`src/rtl/link_pkg.sv`:
```
// Shared types and default timing for the link bring-up sequencer.
package link_pkg;

    localparam int LINK_STATE_W = 3;

    typedef enum logic [LINK_STATE_W-1:0] {
        RST_PULSE = 3'd0,
        INIT_WAIT = 3'd1,
        LINK_IDLE = 3'd2,
        RUN       = 3'd3,
        FAILED    = 3'd4
    } link_state_e;

    localparam int DEF_SYNC_STAGES   = 2;
    localparam int DEF_RESET_PULSE   = 4;
    localparam int DEF_INIT_TIMEOUT  = 65536;
    localparam int DEF_SETTLE_CYCLES = 100;
    localparam int DEF_MAX_RETRIES   = 3;
    localparam int DEF_CNT_W         = 17;

    function automatic logic link_up(
        input logic tx_done,
        input logic rx_done,
        input logic sync_lost
    );
        return tx_done & rx_done & ~sync_lost;
    endfunction

endpackage

```
`src/rtl/sync_bit.sv`:
```
// Flop-chain synchroniser for one asynchronous status bit.
module sync_bit #(
    parameter int SYNC_STAGES = 2
) (
    input  logic write_clk,
    input  logic reset,
    input  logic d,
    output logic q
);

    logic [SYNC_STAGES-1:0] chain;

    generate
        if (SYNC_STAGES == 1) begin : g_one
            always_ff @(posedge write_clk) begin
                if (reset) chain <= '0;
                else       chain <= d;
            end
        end else begin : g_many
            always_ff @(posedge write_clk) begin
                if (reset) chain <= '0;
                else       chain <= {chain[SYNC_STAGES-2:0], d};
            end
        end
    endgenerate

    assign q = chain[SYNC_STAGES-1];

endmodule

```
`src/rtl/link_sequencer.sv`:
```
// GTP link bring-up FSM: soft reset, init wait, settle on IDLE,
// then gated FIFO writes; retries on timeout, re-inits on link loss.
module link_sequencer
    import link_pkg::*;
#(
    parameter int SYNC_STAGES   = DEF_SYNC_STAGES,
    parameter int RESET_PULSE   = DEF_RESET_PULSE,
    parameter int INIT_TIMEOUT  = DEF_INIT_TIMEOUT,
    parameter int SETTLE_CYCLES = DEF_SETTLE_CYCLES,
    parameter int MAX_RETRIES   = DEF_MAX_RETRIES,
    parameter int CNT_W         = DEF_CNT_W
) (
    input  logic                    write_clk,
    input  logic                    reset,
    input  logic                    txinit_done,
    input  logic                    rxinit_done,
    input  logic                    rx_sync_lost,
    input  logic                    we_req,
    input  logic                    fifo_full,
    output logic                    gtp_soft_reset,
    output logic                    link_ready,
    output logic                    we_out,
    output logic [LINK_STATE_W-1:0] link_state,
    output logic [1:0]              retry_cnt,
    output logic                    init_failed
);

    localparam logic [CNT_W-1:0] RST_LOAD = CNT_W'(RESET_PULSE - 1);
    localparam logic [CNT_W-1:0] TMO_LOAD = CNT_W'(INIT_TIMEOUT - 1);
    localparam logic [CNT_W-1:0] STL_LOAD = CNT_W'(SETTLE_CYCLES - 1);
    localparam logic [1:0]       RETRY_MAX = 2'(MAX_RETRIES);

    logic tx_s;
    logic rx_s;
    logic lost_s;

    sync_bit #(.SYNC_STAGES(SYNC_STAGES)) u_sync_tx (
        .write_clk (write_clk),
        .reset     (reset),
        .d         (txinit_done),
        .q         (tx_s)
    );

    sync_bit #(.SYNC_STAGES(SYNC_STAGES)) u_sync_rx (
        .write_clk (write_clk),
        .reset     (reset),
        .d         (rxinit_done),
        .q         (rx_s)
    );

    sync_bit #(.SYNC_STAGES(SYNC_STAGES)) u_sync_lost (
        .write_clk (write_clk),
        .reset     (reset),
        .d         (rx_sync_lost),
        .q         (lost_s)
    );

    link_state_e      state;
    link_state_e      state_nx;
    logic [CNT_W-1:0] cnt;
    logic [CNT_W-1:0] cnt_nx;
    logic [1:0]       retry_nx;
    logic             cnt_zero;
    logic             up;

    assign cnt_zero = (cnt == '0);
    assign up       = link_up(tx_s, rx_s, lost_s);

    always_comb begin
        state_nx = state;
        retry_nx = retry_cnt;
        cnt_nx   = cnt_zero ? '0 : cnt - 1'b1;
        unique case (state)
            RST_PULSE: begin
                if (cnt_zero) begin
                    state_nx = INIT_WAIT;
                    cnt_nx   = TMO_LOAD;
                end
            end
            INIT_WAIT: begin
                // init done takes priority over a coincident timeout
                if (tx_s && rx_s) begin
                    state_nx = LINK_IDLE;
                    cnt_nx   = STL_LOAD;
                end else if (cnt_zero) begin
                    if (retry_cnt < RETRY_MAX) begin
                        retry_nx = retry_cnt + 2'd1;
                        state_nx = RST_PULSE;
                        cnt_nx   = RST_LOAD;
                    end else begin
                        state_nx = FAILED;
                        cnt_nx   = '0;
                    end
                end
            end
            LINK_IDLE: begin
                if (!up) begin
                    state_nx = RST_PULSE;
                    cnt_nx   = RST_LOAD;
                end else if (cnt_zero) begin
                    state_nx = RUN;
                    retry_nx = 2'd0;
                    cnt_nx   = '0;
                end
            end
            RUN: begin
                if (!up) begin
                    state_nx = RST_PULSE;
                    cnt_nx   = RST_LOAD;
                end
            end
            FAILED: begin
                state_nx = FAILED;
            end
            default: begin
                state_nx = RST_PULSE;
                cnt_nx   = RST_LOAD;
            end
        endcase
    end

    always_ff @(posedge write_clk) begin
        if (reset) begin
            state          <= RST_PULSE;
            cnt            <= RST_LOAD;
            retry_cnt      <= 2'd0;
            gtp_soft_reset <= 1'b1;
            link_ready     <= 1'b0;
            init_failed    <= 1'b0;
        end else begin
            state          <= state_nx;
            cnt            <= cnt_nx;
            retry_cnt      <= retry_nx;
            gtp_soft_reset <= (state_nx == RST_PULSE);
            link_ready     <= (state_nx == LINK_IDLE) ||
                              (state_nx == RUN);
            init_failed    <= (state_nx == FAILED);
        end
    end

    // same-cycle gate so a full FIFO never sees a write
    assign we_out     = we_req & ~fifo_full & (state == RUN);
    assign link_state = state;

endmodule

```
`config.mk`:
```
export PLATFORM = sky130hd
export DESIGN_NAME = link_sequencer
export DESIGN_NICKNAME = d
export VERILOG_FILES = /design/src/rtl/link_pkg.sv /design/src/rtl/sync_bit.sv /design/src/rtl/link_sequencer.sv
export SDC_FILE = /design/constraint.sdc
export NUM_CORES = 1
export LEC_CHECK = 0
export CAP_MARGIN = 20
export CORE_ASPECT_RATIO = 0.5
export CORE_UTILIZATION = 51
export CTS_BUF_LIST = sky130_fd_sc_hd__clkbuf_4 sky130_fd_sc_hd__clkbuf_8
export CTS_CLUSTER_DIAMETER = 200
export CTS_CLUSTER_SIZE = 28
export DETAILED_ROUTE_END_ITERATION = 10
export GPL_TIMING_DRIVEN = 0
export HOLD_SLACK_MARGIN = 0.12
export PLACE_DENSITY_LB_ADDON = 0.12
export SYNTH_ARGS = -nofsm -noshare
export SYNTH_HDL_FRONTEND = slang
export SYNTH_SLANG_ARGS = --single-unit
```
`constraint.sdc`:
```
create_clock -name write_clk -period 2.12 [get_ports write_clk]
set_input_delay 0.318 -clock write_clk [delete_from_list [all_inputs] [get_ports write_clk]]
set_output_delay 0.318 -clock write_clk [all_outputs]
set_load 0.05 [all_outputs]
```
==> load_flow_metrics.sql <==
INSERT INTO impl_metrics (metric_group, metric, value, unit) VALUES
('floorplanning', 'design.die.area', '2984', 'um2'),
('logic_synthesis', 'synth_enable_flop_cells', '0', ''),
('routing', 'detailroute.via_count', '1166', ''),
('sta', 'maxSlewViolCount', '0', ''),
('sta', 'setup_viol_count_final', '1', ''),
('clock_network', 'clock-root-buffer', 'sky130_fd_sc_hd__clkbuf_8', ''),
('place', 'hpwl', '1859', 'um'),
('floorplanning', 'floorplan.core_area', '2603', 'um2'),
('logic_synthesis', 'post_synth_num_cell_types', '42', ''),
('layout', 'area.growth.synth_to_final', '27.22', '%'),
('power', 'vdd.ir_drop.worst', '0.0005530', 'V'),
('place', 'io_buffers', '14', ''),
('hold_path', 'hold_class', 'input port to flip-flop', ''),
('setup_path', 'worst_r2r_path_depth', '6', ''),
('sta', 'grt_setup_unrepaired', 'true', ''),
('place', 'area_of_placed_instances', '1617', 'um2'),
('global_routing', 'grt.total_usage', '0.1944', ''),
('global_routing', 'antenna_found_initial', '0', ''),
('sta', 'finalCriticalPeriod', '2.123', 'ns'),
('setup_path', 'timing.critical_path.arrival', '2.30', 'ns'),
('hold_path', 'hold_path_depth', '2', ''),
('layout', 'layout-drive-gt1-share', '0.2074', ''),
('setup_path', 'critical_path.max_stage_delay', '0.51', 'ns'),
('clock_network', 'clk_pin_slew', '0.06', 'ns'),
('clock_network', 'clkLatencyLatePin', '0.28', 'ns'),
('logic_synthesis', 'ys.flop_type', 'sky130_fd_sc_hd__dfxtp_1', ''),
('floorplanning', 'rows', '13', ''),
('sta', 'maxSlewHeadroom', '0.6303', ''),
('setup_path', 'critPathCaptureType', 'flip-flop', ''),
('setup_path', 'crit_required', '2.30', 'ns'),
('logic_synthesis', 'yosysWarnings', '0', ''),
('routing', 'drt_wl_total', '2720', 'um'),
('global_routing', 'grt_pass1_wl', '4174', 'um'),
('global_routing', 'vias_in_the_first_global_route', '934', ''),
('clock_network', 'clock_path_buffers', '2', ''),
('power', 'static-leakage-power', '0.7092', 'nW'),
('logic_synthesis', 'synth_instances', '160', ''),
('sta', 'tightest_slew', '0.5522', 'ns'),
('floorplanning', 'starting_density_of_the_core', '0.5404', ''),
('flow_run', 'drv.max_cap_violation_count', '0', ''),
('setup_path', 'start_kind', 'flip-flop', ''),
('clock_network', 'numCtsBuffers', '5', ''),
('setup_path', 'critical-path-slowest-cell', 'sky130_fd_sc_hd__or4b_4', ''),
('layout', 'insertedDiodeCount', '0', ''),
('floorplanning', 'dieHeight', '39.13', 'um'),
('sta', 'setup_tns', '-0.002589', 'ns'),
('routing', 'vias_per_cell', '5.182', ''),
('logic_synthesis', 'netlist_area', '1406', 'um2'),
('global_routing', 'maximum_number_of_pins_on_one_net_before_global_route_repair', '11', ''),
('setup_path', 'timing.setup.critical_path_class', 'flip-flop to flip-flop', ''),
('run_status', 'violated_checks', 'negative setup slack', ''),
('routing', 'drt-initial-drc-count', '37', ''),
('layout', 'fin_nets', '196', ''),
('logic_synthesis', 'yosys_register_bits', '31', ''),
('power', 'power.density_cell_area', '1156', 'nW/um2'),
('routing', 'drc', '0', ''),
('floorplanning', 'io-pin-count', '16', ''),
('logic_synthesis', 'fraction_of_synthesis_flops_using_an_asynchronous_set_or_reset_pin', '0', ''),
('layout', 'final_area', '1789', 'um2'),
('global_routing', 'grt-ovfl-total', '0', ''),
('routing', 'antenna_left', '0', ''),
('setup_path', 'crit_path_cell_trace', 'inv_2 -> ha_4 -> or4b_4 -> or3_4 -> or4_4 -> and3_4', ''),
('logic_synthesis', 'mean_post_synth_cell_area', '8.790', 'um2'),
('logic_synthesis', 'seq_area_frac_synth', '0.4413', ''),
('sta', 'post-route-period-util', '1.001', ''),
('routing', 'firstDrtPassIters', '4', ''),
('routing', 'wire_per_inst', '12.09', 'um'),
('clock_network', 'numClockSinks', '31', ''),
('layout', 'mostFrequentLayoutCells', 'sky130_fd_sc_hd__dfxtp_1 (29), sky130_fd_sc_hd__nor2_1 (22), sky130_fd_sc_hd__clkdlybuf4s50_1 (13), sky130_fd_sc_hd__nand2_1 (12), sky130_fd_sc_hd__a21oi_1 (11)', ''),
('sta', 'post-route-worst-setup-slack', '-0.002589', 'ns'),
('sta', 'finClkSkew', '0.003399', 'ns'),
('floorplanning', 'fp.dieW', '76.27', 'um'),
('clock_network', 'cts-htree-levels', '2', ''),
('logic_synthesis', 'synthesis.nets', '169', ''),
('place', 'gpl.final_weighted_congestion', '0.8193', ''),
('run_status', 'outcome', 'finished, violations left', ''),
('clock_network', 'tritoncts', 'yes', ''),
('layout', 'layout_commonest_cell', 'sky130_fd_sc_hd__dfxtp_1', ''),
('setup_path', 'crit_fanout', '4', ''),
('sta', 'fmax', '0.4711', 'GHz'),
('sta', 'finalHoldViolations', '0', '');
worst max-delay path: cells and delay by family (launching register included):
family / cells / cell delay [ns]
adders and majority gates: 1 / 0.12
DFF: 1 / 0.32
and+or+nand+nor: 4 / 1.51
buffers and inverters: 1 / 0.06
logic make-up (layout without fill, tap and decap cells):
| group | after synthesis | after routing | share of synthesized area |
|---|---|---|---|
| DFF | 31 | 31 | 0.4413 |
| adders and majority gates | 2 | 2 | 0.01779 |
| muxes | 2 | 2 | 0.01779 |
| xor gates and xnor gates | 11 | 11 | 0.06850 |
| and+or+nand+nor | 78 | 78 | 0.3096 |
| AOI/OAI and AO/OA | 27 | 27 | 0.1192 |
| buffers and inverters | 9 | 37 | 0.02580 |
metal layers:
metal  GRT usage  wire, um  share of wire
met1      0.2398      1355           0.50
met2      0.3018      1175           0.43
met3     0.07529       167          0.061
met4      0.1010        21         0.0077
met5           0         0              0
worst paths after layout:
check                           from              endpoint  slack, ns
setup / recovery              cnt[0]               cnt[16]     -0.003
hold / removal                 reset  u_sync_lost.chain[1]       0.39
setup reg to reg              cnt[0]               cnt[16]     -0.003
hold reg to reg   u_sync_rx.chain[0]    u_sync_rx.chain[1]       0.44
metrics by stage:
step           setup slack [ns]  instances  hold WS, ns    util  total power, mW
6_report              -0.002589        225       0.3898  0.6875            2.069
5_1_grt                -0.04394        225       0.4380  0.6875            2.195
4_1_cts                -0.02356        224       0.3922  0.6784            2.035
3_5_place_dp            -0.2906        211       0.4266  0.6212            1.475
3_3_place_gp            -0.2754        211       0.4159  0.6212            1.456
2_1_floorplan          -0.02100        160       0.4138       -            1.335
final cells by class:
type	instances	area, um2
clock inverter	1	5.005
fill	223	813.3
multi-input combinational	120	812.0
inverter	2	7.507
tap	37	46.29
clock buffer	7	83.83
buffer	6	23.77
timing repair buffer	21	187.7
sequential	31	623.1
cells in the mapped netlist (2+ instances only):
| cell type | count | area [um2] |
|---|---|---|
| sky130_fd_sc_hd__dfxtp_1 | 31 | 620.6 |
| sky130_fd_sc_hd__clkbuf_1 | 5 | 18.77 |
| sky130_fd_sc_hd__xor2_1 | 6 | 52.55 |
| sky130_fd_sc_hd__nand3_1 | 3 | 15.01 |
| sky130_fd_sc_hd__nor2_1 | 22 | 82.58 |
| sky130_fd_sc_hd__ha_1 | 2 | 25.02 |
| sky130_fd_sc_hd__a31oi_1 | 4 | 25.02 |
| sky130_fd_sc_hd__nor2b_1 | 7 | 43.79 |
| sky130_fd_sc_hd__xnor2_1 | 5 | 43.79 |
| sky130_fd_sc_hd__buf_2 | 2 | 10.01 |
| sky130_fd_sc_hd__and3_1 | 2 | 12.51 |
| sky130_fd_sc_hd__a21oi_1 | 11 | 55.05 |
| sky130_fd_sc_hd__nand2_1 | 12 | 45.04 |
| sky130_fd_sc_hd__o21ai_0 | 4 | 20.02 |
| sky130_fd_sc_hd__or3_1 | 2 | 12.51 |
| sky130_fd_sc_hd__and2_1 | 2 | 12.51 |
| sky130_fd_sc_hd__nor3_1 | 7 | 35.03 |
| sky130_fd_sc_hd__nand2b_1 | 4 | 25.02 |
| sky130_fd_sc_hd__a211oi_1 | 2 | 15.01 |
| sky130_fd_sc_hd__inv_1 | 2 | 7.510 |
| sky130_fd_sc_hd__or4_1 | 4 | 30.03 |
state kept, by name, indices dropped and copies added (netlist names):
name	flops
cnt	17
link_state	3
retry_cnt	2
u_sync_lost.chain	2
u_sync_rx.chain	2
u_sync_tx.chain	2
gtp_soft_reset	1
init_failed	1
link_ready	1
report_power, final:
| part | switching (mW) | internal, mW |
|---|---|---|
| Combinational | 0.439 | 0.342 |
| Sequential | 0.117 | 0.705 |
| Clock | 0.210 | 0.255 |
| Total | 0.766 | 1.30 |
repair_timing:
action                     in CTS  in global routing
setup endpoints to repair      23                  4
resized for setup               6                  7
cloned                          0                  0
buffers inserted                6                  1
hold buffers                    0                  0
pin swaps                       5                  2
Note: power is estimated with default switching activity, not from simulation.
